**config.mk**
```make
export PLATFORM = sky130hd
export DESIGN_NAME = dualport_fifo_ctrl
export DESIGN_NICKNAME = d
export VERILOG_FILES = /design/src/rtl/fifo_pkg.sv /design/src/rtl/fifo_ptr.sv /design/src/rtl/dualport_fifo_ctrl.sv
export SDC_FILE = /design/constraint.sdc
export NUM_CORES = 1
export LEC_CHECK = 0
export BUFFER_PORTS_ARGS = -buffer_cell sky130_fd_sc_hd__buf_2
export CAP_MARGIN = 20
export CORE_MARGIN = 5
export CORE_UTILIZATION = 34
export DETAILED_ROUTE_END_ITERATION = 10
export GPL_ROUTABILITY_DRIVEN = 0
export PLACE_DENSITY = 0.77
export SLEW_MARGIN = 30
export SYNTH_ARGS = -nofsm -noshare
export SYNTH_HDL_FRONTEND = slang
export SYNTH_SLANG_ARGS = --single-unit
```
**constraint.sdc**
```tcl
create_clock -name clk -period 1.99 [get_ports clk]
set_input_delay 0.4975 -clock clk [delete_from_list [all_inputs] [get_ports clk]]
set_output_delay 0.4975 -clock clk [all_outputs]
set_load 0.1 [all_outputs]
```
**src/rtl/fifo_pkg.sv**
```systemverilog
// Shared FIFO sizing defaults plus the pointer-increment and depth helpers
// used by the controller and its pointer registers.
package fifo_pkg;

  localparam int FIFO_DATA_WIDTH = 4;
  localparam int FIFO_ADDR_WIDTH = 2;
  localparam int FIFO_DEPTH      = 2 ** FIFO_ADDR_WIDTH;

  function automatic int unsigned fifo_depth(input int unsigned addr_width);
    return 32'd1 << addr_width;
  endfunction

  // Advance a RAM pointer by one, wrapping back to entry 0 after the last entry
  function automatic int unsigned ptr_inc(input int unsigned ptr, input int unsigned depth);
    return (ptr + 32'd1) % depth;
  endfunction

endpackage

```
**src/rtl/fifo_ptr.sv**
```systemverilog
// RAM address pointer: advances by one entry on each accepted request and
// wraps modulo the FIFO depth.
module fifo_ptr
  import fifo_pkg::*;
#(
  parameter int ADDR_WIDTH = FIFO_ADDR_WIDTH
) (
  input  logic                  clk,
  input  logic                  rst,
  input  logic                  en,
  output logic [ADDR_WIDTH-1:0] ptr
);

  localparam int unsigned DEPTH = fifo_depth(ADDR_WIDTH);

  always_ff @(posedge clk) begin
    if (rst)
      ptr <= '0;
    else if (en)
      ptr <= ADDR_WIDTH'(ptr_inc(32'(ptr), DEPTH));
  end

endmodule

```
**src/rtl/dualport_fifo_ctrl.sv**
```systemverilog
// FIFO controller driving an external dual-port RAM (registered read).
// Define FIFO_ERR_FLAGS_EN to add sticky overflow/underflow outputs.
module dualport_fifo_ctrl
  import fifo_pkg::*;
#(
  parameter int DATA_WIDTH = FIFO_DATA_WIDTH,
  parameter int ADDR_WIDTH = FIFO_ADDR_WIDTH
) (
  input  logic                  clk,
  input  logic                  rst,
  input  logic                  push,
  input  logic [DATA_WIDTH-1:0] push_data,
  input  logic                  pop,
  output logic [DATA_WIDTH-1:0] rd_data,
  output logic                  rd_valid,
  output logic                  full,
  output logic                  empty,
  output logic [ADDR_WIDTH:0]   count,
  output logic                  ram_write_en,
  output logic [ADDR_WIDTH-1:0] ram_write_address,
  output logic [DATA_WIDTH-1:0] ram_data_in,
  output logic                  ram_read_en,
  output logic [ADDR_WIDTH-1:0] ram_read_address,
  input  logic [DATA_WIDTH-1:0] ram_data_out
`ifdef FIFO_ERR_FLAGS_EN
  ,
  output logic                  overflow,
  output logic                  underflow
`endif
);

  localparam int unsigned         DEPTH    = fifo_depth(ADDR_WIDTH);
  localparam logic [ADDR_WIDTH:0] FULL_CNT = (ADDR_WIDTH+1)'(DEPTH);
  localparam logic [ADDR_WIDTH:0] CNT_ONE  = (ADDR_WIDTH+1)'(1);

  logic [ADDR_WIDTH-1:0] wr_ptr;
  logic [ADDR_WIDTH-1:0] rd_ptr;
  logic [ADDR_WIDTH:0]   cnt;
  logic                  rd_valid_q;
  logic                  push_ok;
  logic                  pop_ok;

  // Flags come from the registered count, so accepts never depend on same-cycle requests
  assign full    = (cnt == FULL_CNT);
  assign empty   = (cnt == '0);
  assign count   = cnt;
  assign push_ok = push & ~full;
  assign pop_ok  = pop & ~empty;

  assign ram_write_en      = push_ok;
  assign ram_write_address = wr_ptr;
  assign ram_data_in       = push_data;
  assign ram_read_en       = pop_ok;
  assign ram_read_address  = rd_ptr;

  assign rd_data  = ram_data_out;
  assign rd_valid = rd_valid_q;

  fifo_ptr #(.ADDR_WIDTH(ADDR_WIDTH)) u_wr_ptr (
    .clk (clk),
    .rst (rst),
    .en  (push_ok),
    .ptr (wr_ptr)
  );

  fifo_ptr #(.ADDR_WIDTH(ADDR_WIDTH)) u_rd_ptr (
    .clk (clk),
    .rst (rst),
    .en  (pop_ok),
    .ptr (rd_ptr)
  );

  // rd_valid tracks the RAM's one-cycle read latency; reset kills any read in flight
  always_ff @(posedge clk) begin
    if (rst) begin
      cnt        <= '0;
      rd_valid_q <= 1'b0;
    end else begin
      rd_valid_q <= pop_ok;
      case ({push_ok, pop_ok})
        2'b10:   cnt <= cnt + CNT_ONE;
        2'b01:   cnt <= cnt - CNT_ONE;
        default: cnt <= cnt;
      endcase
    end
  end

`ifdef FIFO_ERR_FLAGS_EN
  always_ff @(posedge clk) begin
    if (rst) begin
      overflow  <= 1'b0;
      underflow <= 1'b0;
    end else begin
      if (push & full)
        overflow <= 1'b1;
      if (pop & empty)
        underflow <= 1'b1;
    end
  end
`endif

endmodule

```
Yosys cells after proc, flatten, opt, wreduce, memory -nomap -nowiden
Index checks and enable logic that the tools add are counted.
- bits in registers: 8
- input port bits: 12
- output and inout port bits: 20
- word-level logic and storage cells: 18
- add/sub/neg operators: 4
- equality and inequality tests: 3
- muxes and demuxes: 1
- bitwise gates (word level): 4
- reductions and logical operators: 2
- operators with widths (operator ; count):
    $pmux W3 S2 ; 1
    $add A2 B1 Y2 const B ; 2
    $add A3 B1 Y3 const B ; 1
    $eq A3 B3 Y1 const B ; 1
    $logic_not A3 Y1 ; 1
    $sub A3 B1 Y3 const B ; 1
    $and A1 B1 Y1 ; 2
    $eq A2 B1 Y1 const B ; 1
    $eq A2 B2 Y1 const B ; 1
    $not A1 Y1 ; 2
    $reduce_bool A2 Y1 ; 1

Longest topological paths before layout
Gate-level depths: netlist of run 1.
- depth in word-level cells: 5
- depth in mapped cells: 9
- mapped depth without buffers: 9

Hierarchy
A second synthesis of run 1 with hierarchy kept.
- cell total of the unflattened synthesis: 46
- area total of the unflattened synthesis: 427.9 µm²
- modules (own cells, without submodules) (module ; instances ; cells each ; area an instance (µm²) ; seq. area each (µm²)):
    dualport_fifo_ctrl ; 1 ; 32 ; 270.3 ; 80.1
    fifo_ptr ; 2 ; 7 ; 78.8 ; 40.0

Worst setup path before layout of run 1
OpenSTA, ideal clock, no wires.
- kind: register to register
- start point: register cnt[2], in the netlist count[2]
- end point: register cnt[2], in the netlist count[2]
- library setup time: 0.070 ns
- arrival time: 3.865 ns
- data required time: 1.920 ns
- setup slack: -1.945 ns
- cell stages (with the launch flop): 10
- path buffers: 0
- period minus slack after synthesis: 3.935 ns
- cells stage by stage: dfxtp_1 -> nor3b_4 -> nor2b_2 -> inv_1 -> ha_1 -> inv_1 -> fa_1 -> xor2_1 -> or3_1 -> a21oi_1
- longest elaborated chain between the ends: 5
- elaborated cells on any way between the ends: 12
- those cells by class: add/sub: 2; eq/ne: 3; mux: 1; bitwise: 4; reduce/logical: 2
- RTL lines (what ; RTL line ; source):
    start, declared ; dualport_fifo_ctrl.sv:38 ; logic [ADDR_WIDTH:0] cnt;
    start signal, assigned ; dualport_fifo_ctrl.sv:81 ; 2'b10: cnt <= cnt + CNT_ONE;
    start signal, assigned ; dualport_fifo_ctrl.sv:82 ; 2'b01: cnt <= cnt - CNT_ONE;
    start signal, assigned ; dualport_fifo_ctrl.sv:83 ; default: cnt <= cnt;
    $eq A3 B3 Y1 * ; dualport_fifo_ctrl.sv:44 ; assign full = (cnt == FULL_CNT);
    via full ; dualport_fifo_ctrl.sv:16 ; output logic full,
    $not A1 Y1 * ; dualport_fifo_ctrl.sv:47 ; assign push_ok = push & ~full;
    $and A1 B1 Y1 * ; dualport_fifo_ctrl.sv:47 ;
    via ram_write_en ; dualport_fifo_ctrl.sv:19 ; output logic ram_write_en,
    $eq A2 B1 Y1 / $eq A2 B2 Y1 (equally long branches) ; dualport_fifo_ctrl.sv:80 ; case ({push_ok, pop_ok})
    $pmux W3 S2 / $reduce_bool A2 Y1 (equally long branches) ; -- ;
The timed path passes the listed nets; every way through them passes the cells marked *.
A chain may end at the register's enable or synchronous reset.

Worst setup path in the final report of run 1
- start point: register cnt[1], in the netlist count[1]
- end point: register cnt[2], in the netlist count[2]
- longest elaborated chain between the ends: 5
- elaborated cells on any way between the ends: 12
- those cells by class: add/sub: 2; eq/ne: 3; mux: 1; bitwise: 4; reduce/logical: 2
- RTL lines (what ; RTL line):
    $eq A3 B3 Y1 / $logic_not A3 Y1 (equally long branches) ; dualport_fifo_ctrl.sv:44, dualport_fifo_ctrl.sv:45
    $not A1 Y1, on equally long branches ; dualport_fifo_ctrl.sv:47, dualport_fifo_ctrl.sv:48
    $and A1 B1 Y1, on equally long branches ; dualport_fifo_ctrl.sv:47, dualport_fifo_ctrl.sv:48
    $eq A2 B1 Y1 / $eq A2 B2 Y1 (equally long branches) ; dualport_fifo_ctrl.sv:80
    $pmux W3 S2 / $reduce_bool A2 Y1 (equally long branches) ; --
Several ways; a longest one is shown, not always the timed one.

==> impl_metrics.json, run 1 <==
{
  "max_cap_violations": 0,
  "slew_headroom": 0.677,
  "area_growth_pct": 39.8,
  "critPathLaunch": "count[1]$_SDFFE_PP0P_",
  "r2r_slack_ps": 40,
  "h-tree-depth": 1,
  "cp-start-kind": "register",
  "wl_per_cell_um": 10.5,
  "syn_inst": 50,
  "grt_max_degree": 10,
  "yosysTopAreaCellShare": 0.354,
  "clock_sinks": 8,
  "ff2ff_path_depth": 9,
  "grt_pass1_vias": 332,
  "r2r_end": "count[2]$_SDFFE_PP0P_",
  "clock_latency_ps": 250,
  "slew_violations": 0,
  "reg2reg_from": "count[1]$_SDFFE_PP0P_",
  "synth_top_area_cell": "dfxtp_1",
  "netlist_area_sq_um": 453,
  "globalRouteMet3Util": 0.0742,
  "finalHoldViolCount": 0,
  "dr.pass1.iters": 4,
  "hold_path.class": "register to register",
  "fmax_ghz": 0.514,
  "die_y_um": 46.5,
  "setup_viol": 0,
  "cts_made_buffers": 3,
  "io_buffers": 15,
  "crit_type": "register to register",
  "cp.required_ps": 2170,
  "via_per_inst": 4.51,
  "dp_cells": 72,
  "instances_no_fill": 82,
  "chipWidth_um": 46.5,
  "cts_tree": "done",
  "min_period_ps": 1950,
  "start_util": 0.352,
  "drive_above_1_share": 0.582,
  "critPathCaptureType": "register",
  "post-route-util": 0.493,
  "vias": 370,
  "pre_cts_ws_ps": 29.0,
  "max_slew.worst_pin.slew_ps": 487,
  "ys_seq_area_frac": 0.354,
  "layout_setup_ws_ps": 42.7,
  "detail_route.iter0.violations": 6,
  "gr-total-overflow": 0,
  "rsz0062_at_grt": "yes",
  "postRouteAntennaNets": 0,
  "grt.busiest_layer": "met2",
  "drc": 0,
  "cp_max_fo": 4,
  "synth_ff_type": "dfxtp_1",
  "hpwl_um": 629,
  "die_area_sq_mm": 0.00216,
  "synth_nets": 64,
  "status": "complete, no violations",
  "final_nets": 82,
  "synth_cell_types": 19,
  "synth-seq-cells": 8,
  "setup.worst_path.end": "count[2]$_SDFFE_PP0P_",
  "crit_path_frequent_cell": "inv_2",
  "clockRootBuffer": "clkbuf_4",
  "fin_skew_ps": 4.92,
  "yosysWarnings": 0,
  "synth-async-reset-ratio": 0,
  "fp-row-count": 13,
  "netlist_top_cells_area": "dfxtp_1 (35%), buf_4 (13%), xor2_1 (7.7%)",
  "synthTopCellsByCount": "buf_4 (8), dfxtp_1 (8), nor2_1 (7)",
  "cts_buffer_depth": 2,
  "synth_edf_count": 0,
  "antenna_found_initial": 0,
  "period_share": 0.979,
  "grt_use_met2": 0.118,
  "crit_chain": "nor3b_4 > nor2b_4 > inv_2 > ha_4 > inv_2 > fa_2 > xor2_2 > or3_1 > a21oi_1",
  "core_area_sq_mm": 0.00128,
  "grtUsageTotal": 0.0952,
  "crit_path_max_incr_delay_ps": 370,
  "crit_arrival_ps": 2130,
  "clk_pin_slew_worst_paths_ps": 60,
  "grt_pass1_wl_mm": 1.37,
  "wl_um": 858,
  "io_pins": 32,
  "met1_usage": 0.116,
  "cp_slowest_cell": "dfxtp_4",
  "post_synth.cell_area_avg_sq_um": 9.06,
  "antennaDiodeCount": 0
}
-- per-layer routing --
layer	share of wire	wire (um)
met5	0	0
met4	0	0
met3	0.14	118
met2	0.44	377
met1	0.42	361
-- sequential cells by signal (all words and copies together), names as in the netlist --
name,flops
count,3
rd_valid,1
u_rd_ptr.ptr,2
u_wr_ptr.ptr,2
-- layout make-up --
class                   instances  area (sq um)
clock buffers                   4          26.3
fillers                       141           652
inverters                       5          22.5
multi-input cells              28           249
flip-flops and latches          8           171
well taps                      15          18.8
repair buffers                 22           145
-- critical path, delay by kind of cell, from the launching register on --
kind / cells / cell delay, ps
flip-flops: 1 / 370
adder cells (fa/ha/maj): 2 / 500
buffers and inverters: 2 / 100
AO/OA/AOI/OAI: 1 / 130
XOR/XNOR: 1 / 160
AND/OR/NAND/NOR: 3 / 610
-- placed cells by master, fill, tap and decap left out, types with 2 or more instances in the layout --
| cell type | instances |
|---|---|
| a21oi_1 | 3 |
| inv_2 | 2 |
| clkbuf_4 | 3 |
| xor2_1 | 3 |
| dfxtp_4 | 3 |
| o21ai_0 | 2 |
| or3_1 | 2 |
| buf_2 | 13 |
| dfxtp_1 | 5 |
| inv_1 | 2 |
| nor2_1 | 6 |
| buf_4 | 8 |
-- what timing repair did --
action	CTS	global route
pin swaps	0	3
resized for setup	1	5
setup buffers	0	6
endpoints found under the setup margin	1	3
hold buffers	0	0
gates cloned	0	0
-- cell families (layout without fill, tap and decap cells) --
logic type | after synthesis | count (layout) | share of synthesized area
DFF | 8 | 8 | 0.354
and+or+nand+nor | 14 | 14 | 0.180
buffers and inverters | 14 | 31 | 0.182
muxes | 1 | 1 | 0.0331
AOI/OAI and AO/OA | 7 | 7 | 0.102
adders and majority gates | 2 | 2 | 0.0718
xor gates and xnor gates | 4 | 4 | 0.0773
-- worst min-delay path by stage --
stage,from,end,slack [ps],cells past startpoint
after floorplan,count[2]$_SDFFE_PP0P_,count[2]$_SDFFE_PP0P_,650,2
after global placement,u_wr_ptr.ptr[1]$_SDFFE_PP0P_,u_wr_ptr.ptr[1]$_SDFFE_PP0P_,460,2
after detailed placement,u_wr_ptr.ptr[1]$_SDFFE_PP0P_,u_wr_ptr.ptr[1]$_SDFFE_PP0P_,490,2
after CTS,u_wr_ptr.ptr[1]$_SDFFE_PP0P_,u_wr_ptr.ptr[1]$_SDFFE_PP0P_,490,2
after global routing,rst,count[0]$_SDFFE_PP0P_,520,2
final,u_wr_ptr.ptr[1]$_SDFFE_PP0P_,u_wr_ptr.ptr[1]$_SDFFE_PP0P_,490,2
-- per-stage QoR --
step	hold WS [ps]	instance area, sq um	TNS (ps)
2_1_floorplan	653	483	-4860
3_3_place_gp	465	536	0
3_5_place_dp	486	536	0
4_1_cts	493	564	0
5_1_grt	516	633	-56.3
6_report	490	633	0
Power of run 1 is not shown: default switching activity piles up to over one toggle a cycle in this logic, so the estimate is an artifact.
==> inputs of run 2 (changes only) <==
--- a/config.mk
+++ b/config.mk
@@ -12,6 +12,7 @@
 export DETAILED_ROUTE_END_ITERATION = 10
 export GPL_ROUTABILITY_DRIVEN = 0
 export PLACE_DENSITY = 0.77
+export SETUP_SLACK_MARGIN = 0.5
 export SLEW_MARGIN = 30
 export SYNTH_ARGS = -nofsm -noshare
 export SYNTH_HDL_FRONTEND = slang
==> run 2 against run 1 <==
Against the previous run: cell area is 15% higher; die area did not move; worst hold slack improved by 17 ps; critical path type unchanged.
==> impl_metrics.json, run 2 (same netlist as run 1, synthesis figures left out) <==
{
  "status": "complete, no violations",
  "fp-row-count": 13,
  "slew_headroom": 0.742,
  "most-common-layout-cells": "buf_4 (16), nor2_1 (7)",
  "crit_chain": "nor3b_4 > nor2b_4 > inv_2 > ha_4 > inv_2 > fa_2 > xor2_1 > or3_1 > a21oi_1",
  "wl_per_cell_um": 12.4,
  "setup.worst_path.end": "count[2]$_SDFFE_PP0P_",
  "register_area_sq_um": 173,
  "layout_commonest_cell": "buf_4",
  "cp.depth": 9,
  "hpwl_um": 761,
  "crit_path_frequent_cell": "inv_2",
  "wl_mm": 1.08,
  "setup_viol": 0,
  "path_delay_family": "simple AND/OR/NAND/NOR gates",
  "grt_pass1_wl_mm": 1.69,
  "io_buffers": 15,
  "postRouteAntennaNets": 0,
  "final_nets": 87,
  "chipWidth_um": 46.5,
  "crit_type": "register to register",
  "largest_reg_flops": 3,
  "rsz0062_at_grt": "yes",
  "cp_slowest_cell": "dfxtp_4",
  "cp.required_ps": 2180,
  "cp_max_fo": 3,
  "critPathLaunch": "count[0]$_SDFFE_PP0P_",
  "max_slew.worst_pin.slew_ps": 383,
  "vias": 394,
  "dr.pass1.iters": 1,
  "crit_path_max_incr_delay_ps": 370,
  "via_per_inst": 4.53,
  "max_cap_violations": 0,
  "area_growth_pct": 60.5,
  "fillCellCount": 120,
  "grt_use_met2": 0.198,
  "met1_usage": 0.106,
  "cp-start-kind": "register",
  "h-tree-depth": 1,
  "hp-start": "u_wr_ptr.ptr[1]$_SDFFE_PP0P_",
  "drc": 0,
  "core_area_sq_mm": 0.00128,
  "die_y_um": 46.5,
  "cts_tree": "done",
  "cts_hold_buf": 0,
  "grt.busiest_layer": "met2",
  "fin_skew_ps": 14.8,
  "io_pins": 32,
  "slew_violations": 0,
  "grt_pass1_vias": 405,
  "cts_buffer_depth": 2,
  "die_area_sq_mm": 0.00216,
  "start_util": 0.352,
  "clk_pin_slew_worst_paths_ps": 60,
  "r2r_slack_ps": 110,
  "dp_cells": 73,
  "post-route-util": 0.566,
  "instances_no_fill": 87,
  "holdWs_ps": 507,
  "reg2reg_from": "count[0]$_SDFFE_PP0P_",
  "place_area_sq_um": 544,
  "crit_arrival_ps": 2070,
  "critPathCaptureType": "register",
  "clockRootBuffer": "clkbuf_4",
  "hold_path.class": "register to register",
  "path_buf_inv": 2,
  "finalHoldViolCount": 0,
  "clock_sinks": 8,
  "grtUsageTotal": 0.116,
  "fmax_ghz": 0.531,
  "gr-total-overflow": 0,
  "period_share": 0.946,
  "min_period_ps": 1880,
  "r2r_end": "count[2]$_SDFFE_PP0P_",
  "drive_above_1_share": 0.597,
  "cts_made_buffers": 3,
  "clock_latency_ps": 260,
  "multiInputGateArea_sq_um": 239,
  "globalRouteMet3Util": 0.0820,
  "antennaDiodeCount": 0,
  "grt_max_degree": 10,
  "antenna_found_initial": 0,
  "ff2ff_path_depth": 9,
  "detail_route.iter0.violations": 0,
  "design_area_sq_um": 727
}
==> run 2: cell type report <==
cell class                      count  share of cell area
Timing Repair Buffer               27               0.341
Multi-Input combinational cell     28               0.329
Clock buffer                        4              0.0361
Tap cell                           15              0.0258
Sequential cell                     8               0.238
Inverter                            5              0.0310
==> run 2: worst min-delay path by stage <==
stage / end / slack (ps) / cells past startpoint
floorplan: count[2]$_SDFFE_PP0P_ / 650 / 2
global placement: u_wr_ptr.ptr[1]$_SDFFE_PP0P_ / 480 / 2
detailed placement: u_rd_ptr.ptr[1]$_SDFFE_PP0P_ / 500 / 2
CTS: count[0]$_SDFFE_PP0P_ / 500 / 2
global route: count[2]$_SDFFE_PP0P_ / 520 / 2
finish: u_wr_ptr.ptr[1]$_SDFFE_PP0P_ / 510 / 2
==> run 2: per-layer routing <==
| layer | share of wire | vias up |
|---|---|---|
| met2 | 0.51 | 13 |
| met3 | 0.11 | 2 |
| met1 | 0.38 | 181 |
| li1 | - | 198 |
| met5 | 0 | - |
| met4 | 0.0037 | 0 |
==> run 2: through the flow <==
| stage | setup TNS [ps] | setup WS [ps] |
|---|---|---|
| floorplan | -4880 | -1170 |
| global placement | 0 | 64.9 |
| detailed placement | 0 | 27.5 |
| CTS | 0 | 117 |
| global route | 0 | 53.9 |
| finish | 0 | 108 |
==> run 2: timing repair <==
action,in CTS,in global routing
hold endpoints to repair,0,0
endpoints found under the setup margin,14,11
buffers inserted,8,2
resized for setup,20,5
pin swaps,2,1
==> run 2: worst min-delay path: stages, from the launching register on <==
cell and delay (ps):
dfxtp_1 310, o21ai_1 70, a21oi_1 70
Power of run 2 is left out for the same reason.
